===== config.mk =====
export PLATFORM = sky130hd
export DESIGN_NAME = led_bcd_feeder
export DESIGN_NICKNAME = d
export VERILOG_FILES = /design/src/rtl/led_bcd_feeder.sv
export SDC_FILE = /design/constraint.sdc
export NUM_CORES = 1
export LEC_CHECK = 0
export CAP_MARGIN = 25
export CELL_PAD_IN_SITES_DETAIL_PLACEMENT = 1
export CELL_PAD_IN_SITES_GLOBAL_PLACEMENT = 2
export CORE_ASPECT_RATIO = 1.2
export CORE_MARGIN = 10
export CORE_UTILIZATION = 38
export CTS_CLUSTER_DIAMETER = 150
export DETAILED_ROUTE_END_ITERATION = 10
export HOLD_SLACK_MARGIN = 0.15
export PLACE_DENSITY = 0.83
export REMOVE_ABC_BUFFERS = 1
export SYNTH_ARGS = -nofsm -noshare
export SYNTH_HDL_FRONTEND = slang
export SYNTH_SLANG_ARGS = --single-unit

===== constraint.sdc =====
create_clock -name clk -period 2.4 [get_ports clk]
set_input_delay 0.36 -clock clk [delete_from_list [all_inputs] [get_ports clk]]
set_output_delay 0.36 -clock clk [all_outputs]
set_load 0.005 [all_outputs]

===== src/rtl/led_bcd_feeder.sv =====
// Binary-to-BCD feeder for an eight-digit 7-segment display.
// A value is accepted in IDLE and converted by serial double-dabble over
// 27 CONV cycles. All eight display registers are then written in one
// COMMIT cycle. The scanner reads glyph codes combinationally via cs_pointer.
module led_bcd_feeder #(
    parameter int unsigned BLANK_LZ = 1
) (
    input  logic        clk,
    input  logic        rst_n,
    input  logic        in_valid,
    output logic        in_ready,
    input  logic [26:0] in_data,
    input  logic [2:0]  cs_pointer,
    output logic [4:0]  dig_ctrl,
    output logic        upd_pulse
);

    localparam logic [4:0]  GlyphBlank = 5'h10;
    localparam logic [4:0]  GlyphDash  = 5'h11;
    localparam logic [4:0]  GlyphAll   = 5'h1F;
    localparam logic [4:0]  LastStep   = 5'd26;
    localparam logic [26:0] MaxValue   = 27'd99_999_999;

    typedef enum logic [1:0] {StIdle, StConv, StCommit} state_t;

    state_t      state_q, state_d;
    logic [26:0] bin_q;
    logic [31:0] bcd_q;
    logic [31:0] bcd_adj;
    logic [4:0]  cnt_q;
    logic        ovf_q;
    logic [4:0]  disp_q [8];
    logic [4:0]  glyph  [8];
    logic        xfer;

    assign in_ready = (state_q == StIdle);
    assign xfer     = in_valid && in_ready;
    assign dig_ctrl = disp_q[cs_pointer];

    // State register
    always_ff @(posedge clk or negedge rst_n) begin
        if (!rst_n) state_q <= StIdle;
        else        state_q <= state_d;
    end

    // Next-state logic: 27 CONV cycles (counter 0..26), then one COMMIT
    always_comb begin
        state_d = state_q;
        unique case (state_q)
            StIdle:   if (xfer) state_d = StConv;
            StConv:   if (cnt_q == LastStep) state_d = StCommit;
            StCommit: state_d = StIdle;
            default:  state_d = StIdle;
        endcase
    end

    // Double-dabble correction: add 3 to every BCD nibble >= 5
    always_comb begin
        bcd_adj = bcd_q;
        for (int i = 0; i < 8; i++) begin
            if (bcd_q[4*i +: 4] >= 4'd5) bcd_adj[4*i +: 4] = bcd_q[4*i +: 4] + 4'd3;
        end
    end

    // Glyph selection from the finished BCD result, blanking from the top down
    always_comb begin
        logic seen_nz;
        seen_nz = 1'b0;
        for (int i = 7; i >= 0; i--) begin
            if (bcd_q[4*i +: 4] != 4'd0) seen_nz = 1'b1;
            if (ovf_q)                                         glyph[i] = GlyphDash;
            else if (BLANK_LZ != 0 && !seen_nz && i != 0)      glyph[i] = GlyphBlank;
            else                                               glyph[i] = {1'b0, bcd_q[4*i +: 4]};
        end
    end

    // Conversion datapath: load on transfer, one shift step per CONV cycle
    always_ff @(posedge clk or negedge rst_n) begin
        if (!rst_n) begin
            bin_q <= '0;
            bcd_q <= '0;
            cnt_q <= '0;
            ovf_q <= 1'b0;
        end else if (xfer) begin
            bin_q <= in_data;
            bcd_q <= '0;
            cnt_q <= '0;
            ovf_q <= (in_data > MaxValue);
        end else if (state_q == StConv) begin
            bcd_q <= {bcd_adj[30:0], bin_q[26]};
            bin_q <= {bin_q[25:0], 1'b0};
            cnt_q <= cnt_q + 5'd1;
        end
    end

    // Display registers written atomically on the COMMIT edge; lamp test on reset
    always_ff @(posedge clk or negedge rst_n) begin
        if (!rst_n) begin
            upd_pulse <= 1'b0;
            for (int i = 0; i < 8; i++) disp_q[i] <= GlyphAll;
        end else begin
            upd_pulse <= (state_q == StCommit);
            if (state_q == StCommit) begin
                for (int i = 0; i < 8; i++) disp_q[i] <= glyph[i];
            end
        end
    end

endmodule


==> results_dict.tcl, run 1 <==
set metrics [dict create \
    fmax_mhz 437.2 \
    grt_pass1_vias 4483 \
    min_period_ns 2.287 \
    clk_path_buf_depth 2 \
    crit_path_end_kind "output port" \
    dieArea_sq_mm 0.01964 \
    drc 0 \
    ys_seq_area_share_pct 50.24 \
    yosys.area.top_type "dfrtp_1" \
    yosys_warnings 0 \
    fin_worst_skew_ns 0.007583 \
    worstHoldPathType "in -> async" \
    slew_violations 0 \
    crit_required_ns 2.04 \
    grt_pass1_wl_microns 23590 \
    syn_area_per_cell_sq_um 9.980 \
    ios 40 \
    slew_headroom_pct 46.47 \
    cp_top_family "buffers and inverters" \
    drt_wl_total_microns 13960 \
    status "finished, final reports clean" \
    dp_hpwl_microns 10170 \
    clock-sinks 108 \
    rsz0062_at_grt "no" \
    setup_slack_ns 0.1128 \
    synthMostInstantiatedCell "nand2_1" \
    clk_transition_reported_paths_ns 0.07 \
    power.density_mw_per_mm2 1171 \
    intPower_uw 4736 \
    ant_nets 0 \
    finalSetupTns_ns 0 \
    fin_util_pct 45.34 \
    cp_slowest_cell "mux4_2" \
    post_cts.repair.setup_buffers 0 \
    synth_common_cells "114 x nand2_1, 68 x dfrtp_1, 53 x o21ai_0, 40 x dfstp_2, 30 x nand3_1" \
    drt_iter0_drc 174 \
    synth_cells 549 \
    place.gp.congestion 0.7838 \
    htreeDepth 3 \
    seqCellArea_sq_mm 0.002753 \
    p_seq_share_pct 43.0 \
    port_buffers 39 \
    max_stage_delay_ns 0.49 \
    start_kind "primary input" \
    synth_edf_count 0 \
    core_area_sq_mm 0.01429 \
    grt_overflow 0 \
    use_met2_pct 25.49 \
    met1_usage_pct 18.92 \
    synth.area.top_cells "dfrtp_1 31%, dfstp_2 19%, nand2_1 7.8%" \
    vias 4165 \
    critical_path.cell_chain "clkdlybuf4s15_2 > bufbuf_16 > mux4_2 > mux2_2 > dlygate4sd2_1" \
    wl_per_cell_microns 18.35 \
    p_leak_uw 0.002760 \
    grt_start_max_net_pins 47 \
    clk_latency_ns 0.35 \
    grt_use_met3_pct 3.202 \
    viasPerCell 5.473 \
    area_growth_pct 18.29 \
    layout.nets 637 \
    grt.total_usage_pct 15.07 \
    antenna_cells 0 \
    pre_cts_slack_ns -0.2366 \
    antenna_found_initial 0 \
    final_hold_viol_count 0 \
    fp.dieH_microns 151.5 \
    rows 48 \
    clockPowerShare_pct 20.1 \
    async_flop_share_pct 100.0 \
    cts_buffers 9 \
    path_class "in -> out" \
    synth.distinct_cells 42 \
    vdd_drop_max_mv 0.4105 \
    cp_max_fo 5 \
    multi_input_area_sq_mm 0.002549 \
    combPwrFrac_pct 36.9 \
    critPathBufInv 3 \
    setup_viol 0 \
    tightest_slew_ns 0.8020 \
    grt-busiest-layer "met2" \
    fp.dieW_microns 129.6 \
    fill_cells 1610 \
    final_layout_size_suffix_gt1_share_pct 17.75 \
    arrival_ns 1.93 \
    synth_ff_type "dfrtp_1" \
    drv_cap 0 \
    cts_tree "built" \
    netlist_area_sq_mm 0.005479 \
    period_share_pct 95.30 \
    firstDrtPassIters 4 \
    synth_seq_cells 108 \
    p_switching_uw 2853 \
    cts_root_buffer "clkbuf_16" \
    netSwitchingFraction_pct 37.60 \
    start_util_pct 38.33 \
    synth_top_area_share_pct 31.06 \
]
-- layout by cell type, fill, tap and decap left out, types with 2 or more instances in the layout --
cell type	count
clkbuf_16	9
inv_1	19
nor3b_1	4
dfrtp_1	68
a31oi_1	6
xnor2_1	8
nand4_1	3
nand3_1	30
a32o_1	8
o21ai_0	53
buf_12	5
clkbuf_8	2
xor2_1	2
ha_1	23
o31ai_1	18
dfstp_2	40
buf_4	9
o211ai_1	3
mux2_2	12
clkdlybuf4s50_1	32
nand2b_1	7
nand2_1	114
dlygate4sd2_1	5
nand2b_2	2
a21oi_1	20
nor2_1	16
and4b_1	2
nor3b_2	5
a22oi_1	26
mux4_2	10
-- stage by stage --
step,area (sq um),hold WS [ns],power (uW),cells
CTS,6481,0.4709,7692,761
floorplan,5353,0.06441,5069,516
detailed placement,6140,0.3041,6140,743
finish,6481,0.4633,7589,761
global route,6481,0.5011,8256,761
global placement,6140,0.2945,5939,743
-- state kept, by name, summed over array words and instances (netlist names) --
register,cells
bcd_q,32
bin_q,27
cnt_q,5
disp_q,40
ovf_q,1
state_q,2
upd_pulse,1
-- path summary, 6_finish.rpt --
check	end	slack, ns	start	cells past startpoint
max	dig_ctrl[1]	0.11	cs_pointer[0]	5
min	bcd_q[6]	0.46	rst_n	2
max reg2reg	disp_q[31]	0.36	bcd_q[24]	6
min reg2reg	disp_q[11]	0.48	disp_q[11]	2
max in group asynchronous	disp_q[23]	1.27	rst_n	3
min in group clk	disp_q[11]	0.48	disp_q[11]	2
-- cell families (layout without fill, tap and decap cells) --
family          after synthesis  count (layout)  share of synthesized area, %
compound gates              139             139                         16.03
mux                          23              23                         6.760
simple gates                194             194                         16.51
flops                       108             108                         50.24
buf+inv                      52              89                         3.608
xor+xnor                     10              10                         1.599
fa+ha+maj                    23              23                         5.252
-- layer usage --
layer,up-vias,part of all wire (%)
met3,10,3.4
li1,2006,-
met5,-,0
met2,55,49
met1,2094,46
met4,0,1.4
-- timing repair --
action | CTS | global route
hold endpoints to repair | 22 | 0
gates resized for setup | 8 | 0
hold buffers | 1 | 0
endpoints found under the setup margin | 5 | 0
-- layout make-up --
class                           instances  area share (%)
Clock buffer                           12           3.958
Multi-Input combinational cell        389           39.32
Tap cell                              175           3.378
Clock inverter                          4          0.7336
Timing Repair Buffer                   54           9.035
Sequential cell                       108           42.47
Inverter                               19           1.100
-- power groups by stage --
stage / logic [uW] / clock network, uW / registers [uW]
2_1_floorplan: 2040 / 0 / 3030
3_3_place_gp: 2700 / 0 / 3240
3_5_place_dp: 2850 / 0 / 3290
4_1_cts: 2860 / 1570 / 3260
5_1_grt: 3230 / 1660 / 3370
6_report: 2800 / 1530 / 3260
(Power assumes the default switching activity.)
==> inputs of run 2 (changes only) <==
- CORE_UTILIZATION: 38 -> 34
- GPL_ROUTABILITY_DRIVEN: unset -> 0
- PLACE_DENSITY: 0.83 -> 0.79
- clock period: 2.4 -> 2 ns (I/O delays scaled with it)
==> run 2 against run 1 <==
Clock skew grew 0.00075 ns. Sequential share of layout area shrank 1.6 points. Die area grew 10%. Largest cell class unchanged. Largest power group is now combinational cells. Critical path type is now reg -> out. Critical endpoint is now dig_ctrl[2].
==> results_dict.tcl, run 2 (synthesized netlist as in run 1, its figures left out) <==
set metrics [dict create \
    antenna_cells 0 \
    grt_overflow 0 \
    fin_util_pct 42.89 \
    setup_slack_ns 0.06286 \
    drc 0 \
    crit_required_ns 1.70 \
    placed_area_sq_mm 0.006389 \
    worstReg2RegStart "bcd_q[20]" \
    start_util_pct 34.89 \
    fp.dieH_microns 159.1 \
    dieArea_sq_mm 0.02161 \
    largest_register_ffs 40 \
    worst-r2r-cell-count 6 \
    largest-register "disp_q" \
    cts_root_buffer "clkbuf_16" \
    start_kind "register" \
    path_class "reg -> out" \
    cts_tree "built" \
    drv_cap 0 \
    final_hold_viol_count 0 \
    min_period_ns 1.937 \
    drt_wl_total_microns 14490 \
    p_leak_uw 0.002896 \
    core_area_sq_mm 0.01570 \
    area_growth_pct 22.93 \
    vdd_drop_max_mv 0.4619 \
    clk_path_buf_depth 2 \
    grt.total_usage_pct 13.97 \
    wl_per_cell_microns 17.69 \
    ant_nets 0 \
    ios 40 \
    vias 4270 \
    dp_hpwl_microns 10510 \
    port_buffers 39 \
    clock-sinks 108 \
    grt_start_max_net_pins 60 \
    final_layout_size_suffix_gt1_share_pct 22.26 \
    cp_max_fo 2 \
    htreeDepth 3 \
    most-common-layout-cells "114 x nand2_1, 68 x dfrtp_1, 52 x o21ai_0" \
    grt_pass1_wl_microns 24590 \
    status "finished, final reports clean" \
    power.density_mw_per_mm2 1420 \
    viasPerCell 5.214 \
    clk_transition_reported_paths_ns 0.07 \
    grt_pass1_vias 4678 \
    layout_commonest_cell "nand2_1" \
    cts_buffers 9 \
    antenna_found_initial 0 \
    postLayoutCellArea_sq_mm 0.006735 \
    rsz0062_at_grt "no" \
    worstHoldPathType "in -> async" \
    crit_path_end_kind "output port" \
    period_share_pct 96.86 \
    setup_viol 0 \
    reg_top3 "disp_q x40, bcd_q x32, bin_q x27" \
    layout.nets 662 \
    pre_cts_slack_ns -0.5395 \
    fp.dieW_microns 135.9 \
    timing.hold.ws_ns 0.4569 \
    arrival_ns 1.64 \
    slew_headroom_pct 66.25 \
    drt_iter0_drc 207 \
    slew_violations 0 \
    clk_latency_ns 0.35 \
    fin_worst_skew_ns 0.008336 \
    firstDrtPassIters 5 \
    fmax_mhz 516.2 \
    crit_start "disp_q[2]" \
    tightest_slew_ns 0.5063 \
    rows 50 \
]
==> run 2: cell count changes in the layout (fill, tap and decap cells not counted), moves of 2 or more <==
| cell | before | now |
|---|---|---|
| buf_4 | 9 | 30 |
| clkbuf_8 | 2 | 0 |
| clkbuf_2 | 0 | 2 |
| buf_12 | 5 | 9 |
| dlygate4sd2_1 | 5 | 1 |
| mux2_2 | 12 | 10 |
| buf_2 | 0 | 4 |
| mux2_4 | 0 | 2 |
==> run 2: final timing paths <==
kind	slack, ns	end
worst max-delay path	0.06	dig_ctrl[2]
worst min register to register	0.46	disp_q[11]
worst max register to register	0.10	disp_q[31]
max in group asynchronous	0.87	disp_q[27]
worst min-delay path	0.46	cnt_q[1]
min in group clk	0.46	disp_q[11]
==> run 2: where the power goes <==
part | internal (uW) | switching, uW
clock network | 1050 | 820
logic | 1840 | 2060
registers | 3110 | 679
total | 6000 | 3560
==> run 2: through the flow <==
stage               power [uW]  TNS [ns]  cells
CTS                       9684         0    819
finish                    9562         0    819
global placement          7479    -2.421    797
detailed placement        7750    -2.648    797
floorplan                 6083    -46.90    516
global route             10440         0    819
==> run 2: per-layer routing <==
metal | track usage, % | wire length, microns | vias to the layer above | part of all wire, %
li1 | - | - | 2058 | -
met1 | 17.60 | 6527 | 2136 | 45
met2 | 23.30 | 7314 | 56 | 50
met3 | 2.459 | 384 | 20 | 2.7
met4 | 4.850 | 263 | 0 | 1.8
met5 | 0 | 0 | - | 0
==> run 2: final cells by class <==
class / count / area (sq um)
Inverter: 19 / 71.32
Tap cell: 208 / 260.3
Clock buffer: 11 / 254.0
Clock inverter: 5 / 55.05
Multi-Input combinational cell: 389 / 2566
Fill cell: 1779 / 8967
Timing Repair Buffer: 79 / 775.7
Sequential cell: 108 / 2753
==> run 2: repair_timing <==
action                     in CTS  in global routing
setup endpoints to repair       5                  4
pin swaps                       0                  0
hold buffers                    1                  0
hold endpoints to repair       32                  0
setup buffers                   5                  0
gates resized for setup        24                  5
==> run 2: worst max-delay path, stage by stage (launching register included) <==
cell     delay (ns)
dfstp_2        0.39
mux4_2         0.48
mux2_2         0.28
buf_2          0.13
==> inputs of run 3 (changes only) <==
- ABC_AREA: unset -> 1
- CORE_UTILIZATION: 34 -> 33
- PLACE_DENSITY: 0.79 -> 0.8
==> run 3 against run 2 <==
Cell area down 1.2%. Setup slack better by 0.072 ns. Sequential cell count unchanged. Non-clock buffer count down 16. Clock skew down 0.0020 ns. Total power down 5.6%.
==> results_dict.tcl, run 3 <==
set metrics [dict create \
    status "finished, final reports clean" \
    crit_start "disp_q[30]" \
    syn_area_per_cell_sq_um 8.566 \
    p_leak_uw 0.003003 \
    fin_util_pct 39.48 \
    drt_iter0_drc 228 \
    path_class "reg -> out" \
    crit_required_ns 1.70 \
    antenna_found_initial 0 \
    p_total_uw 9029 \
    drc 0 \
    dieArea_sq_mm 0.02273 \
    rsz0062_at_grt "no" \
    grt_pass1_wl_microns 25650 \
    async_flop_share_pct 100.0 \
    slew_headroom_pct 64.00 \
    placedCellCount 910 \
    largest_register_ffs 40 \
    viasPerCell 5.069 \
    met1_usage_pct 16.56 \
    crit_path_end_kind "output port" \
    start_util_pct 33.45 \
    final_hold_viol_count 0 \
    synth_common_cells "109 x nand2_1, 100 x inv_1, 86 x o21ai_0, 68 x dfrtp_1, 41 x a21oi_1" \
    ant_nets 0 \
    slew_violations 0 \
    synth.distinct_cells 37 \
    setup_viol 0 \
    cts_buffers 9 \
    drt_wl_total_microns 15070 \
    yosys.area.top_type "dfrtp_1" \
    power.density_mw_per_mm2 1357 \
    synth_top_area_share_pct 30.19 \
    rows 52 \
    grt_pass1_vias 5210 \
    cts_tree "built" \
    worstReg2RegStart "bcd_q[16]" \
    largest-register "disp_q" \
    placed_area_sq_mm 0.006345 \
    grt-busiest-layer "met2" \
    fin_worst_skew_ns 0.006292 \
    period_share_pct 93.25 \
    wl_per_cell_microns 16.25 \
    grt_overflow 0 \
    synth_cells 658 \
    rrSetupSlack_ns 0.27 \
    arrival_ns 1.57 \
    layout_commonest_cell "nand2_1" \
    postLayoutCellArea_sq_mm 0.006653 \
    clk_path_buf_depth 2 \
    synth_seq_cells 108 \
    fp.dieH_microns 163.2 \
    post_cts.repair.setup_buffers 0 \
    tightest_slew_ns 0.5400 \
    reg_top3 "disp_q x40, bcd_q x32, bin_q x27" \
    synth_ff_type "dfrtp_1" \
    max_stage_delay_ns 0.52 \
    vias 4699 \
    ios 40 \
    vdd_drop_max_mv 0.4975 \
    worstHoldPathType "in -> async" \
    synthMostInstantiatedCell "nand2_1" \
    most-common-layout-cells "109 x nand2_1, 99 x inv_1, 84 x o21ai_0" \
    firstDrtPassIters 4 \
    start_kind "register" \
    grt_use_met3_pct 2.120 \
    fmax_mhz 536.2 \
    antenna_cells 0 \
    yosys_warnings 0 \
    area_growth_pct 18.02 \
    synth_edf_count 0 \
    clock-sinks 108 \
    cp_slowest_cell "dfstp_2" \
    port_buffers 39 \
    core_area_sq_mm 0.01685 \
    final_layout_size_suffix_gt1_share_pct 14.77 \
    synth.area.top_cells "dfrtp_1 30%, dfstp_2 19%, o21ai_0 7.6%" \
    cts_root_buffer "clkbuf_16" \
    use_met2_pct 23.34 \
    ys_seq_area_share_pct 48.83 \
    htreeDepth 3 \
    cp_max_fo 2 \
    grt.total_usage_pct 13.45 \
    drv_cap 0 \
    grt_start_max_net_pins 40 \
    layout.nets 762 \
    min_period_ns 1.865 \
    fp.dieW_microns 139.3 \
    clk_latency_ns 0.35 \
    instances_no_fill 927 \
    clk_transition_reported_paths_ns 0.07 \
    worst-r2r-cell-count 9 \
    r2r_end "disp_q[34]" \
    dp_hpwl_microns 11320 \
    netlist_area_sq_mm 0.005637 \
    critical_path.cell_chain "inv_1 > o21ai_0 > a21oi_1 > a31oi_1 > dlygate4sd2_1" \
]
run 3: cell count changes after synthesis, moves of 12 or more:
cell / previous run / this run
inv_1: 19 / 100
mux2_2: 12 / 0
a22oi_1: 26 / 6
o22ai_1: 0 / 19
o221ai_1: 0 / 13
a21oi_1: 20 / 41
o21ai_0: 53 / 86
o31ai_1: 18 / 0
clkbuf_1: 27 / 6
nor2_1: 17 / 29
run 3: how the worst max path moves through the flow:
stage                              to  slack (ns)
after floorplan             bin_q[17]        0.09
after global placement    dig_ctrl[0]       -0.29
after detailed placement  dig_ctrl[2]       -0.35
after CTS                 dig_ctrl[4]       0.003
after global routing      dig_ctrl[0]       0.005
final                     dig_ctrl[0]        0.14
run 3: kinds of logic after synthesis:
family                     synth area share (%)
AOI/OAI and AO/OA                         20.36
and+or+nand+nor                           15.01
buffers and inverters                     9.612
DFF                                       48.83
adders and majority gates                 5.106
xor gates and xnor gates                  1.088
run 3: power breakdown:
group	total, uW	switching [uW]	internal (uW)
Clock	1800	820	982
Combinational	3530	2170	1360
Sequential	3700	591	3110
Total	9030	3580	5450
run 3: stage by stage:
stage	setup TNS [ns]	hold WS [ns]	setup slack, ns
3_3_place_gp	-1.436	0.3107	-0.2946
6_report	0	0.4689	0.1350
4_1_cts	0	0.4871	0.003334
2_1_floorplan	0	0.004409	0.08704
5_1_grt	0	0.5075	0.004767
3_5_place_dp	-1.651	0.3250	-0.3482
run 3: cell type report:
| class | instances | area, sq um |
|---|---|---|
| clock buffer | 12 | 277.8 |
| clock inverter | 4 | 20.02 |
| fill | 2028 | 10200 |
| inverter | 105 | 395.4 |
| multi-input combinational | 419 | 2342 |
| sequential | 108 | 2753 |
| tap | 216 | 270.3 |
| timing repair buffer | 63 | 594.3 |
run 3: critical path: cells and delay by family, from the launching register on:
kind | cells | cell delay [ns]
flops | 1 | 0.52
buf+inv | 2 | 0.31
compound gates | 3 | 0.38
run 3: timing repair:
action / 4_1_cts / 5_1_grt
endpoints found under the hold margin: 11 / 0
hold buffers: 1 / 0
gates resized for setup: 17 / 8
pin swaps: 0 / 1
endpoints found under the setup margin: 5 / 5
run 3: routing by layer:
layer / vias to the layer above / part of all wire (%)
li1: 2299 / -
met3: 16 / 2.6
met2: 64 / 49
met4: 0 / 1.5
met5: - / 0
met1: 2320 / 47
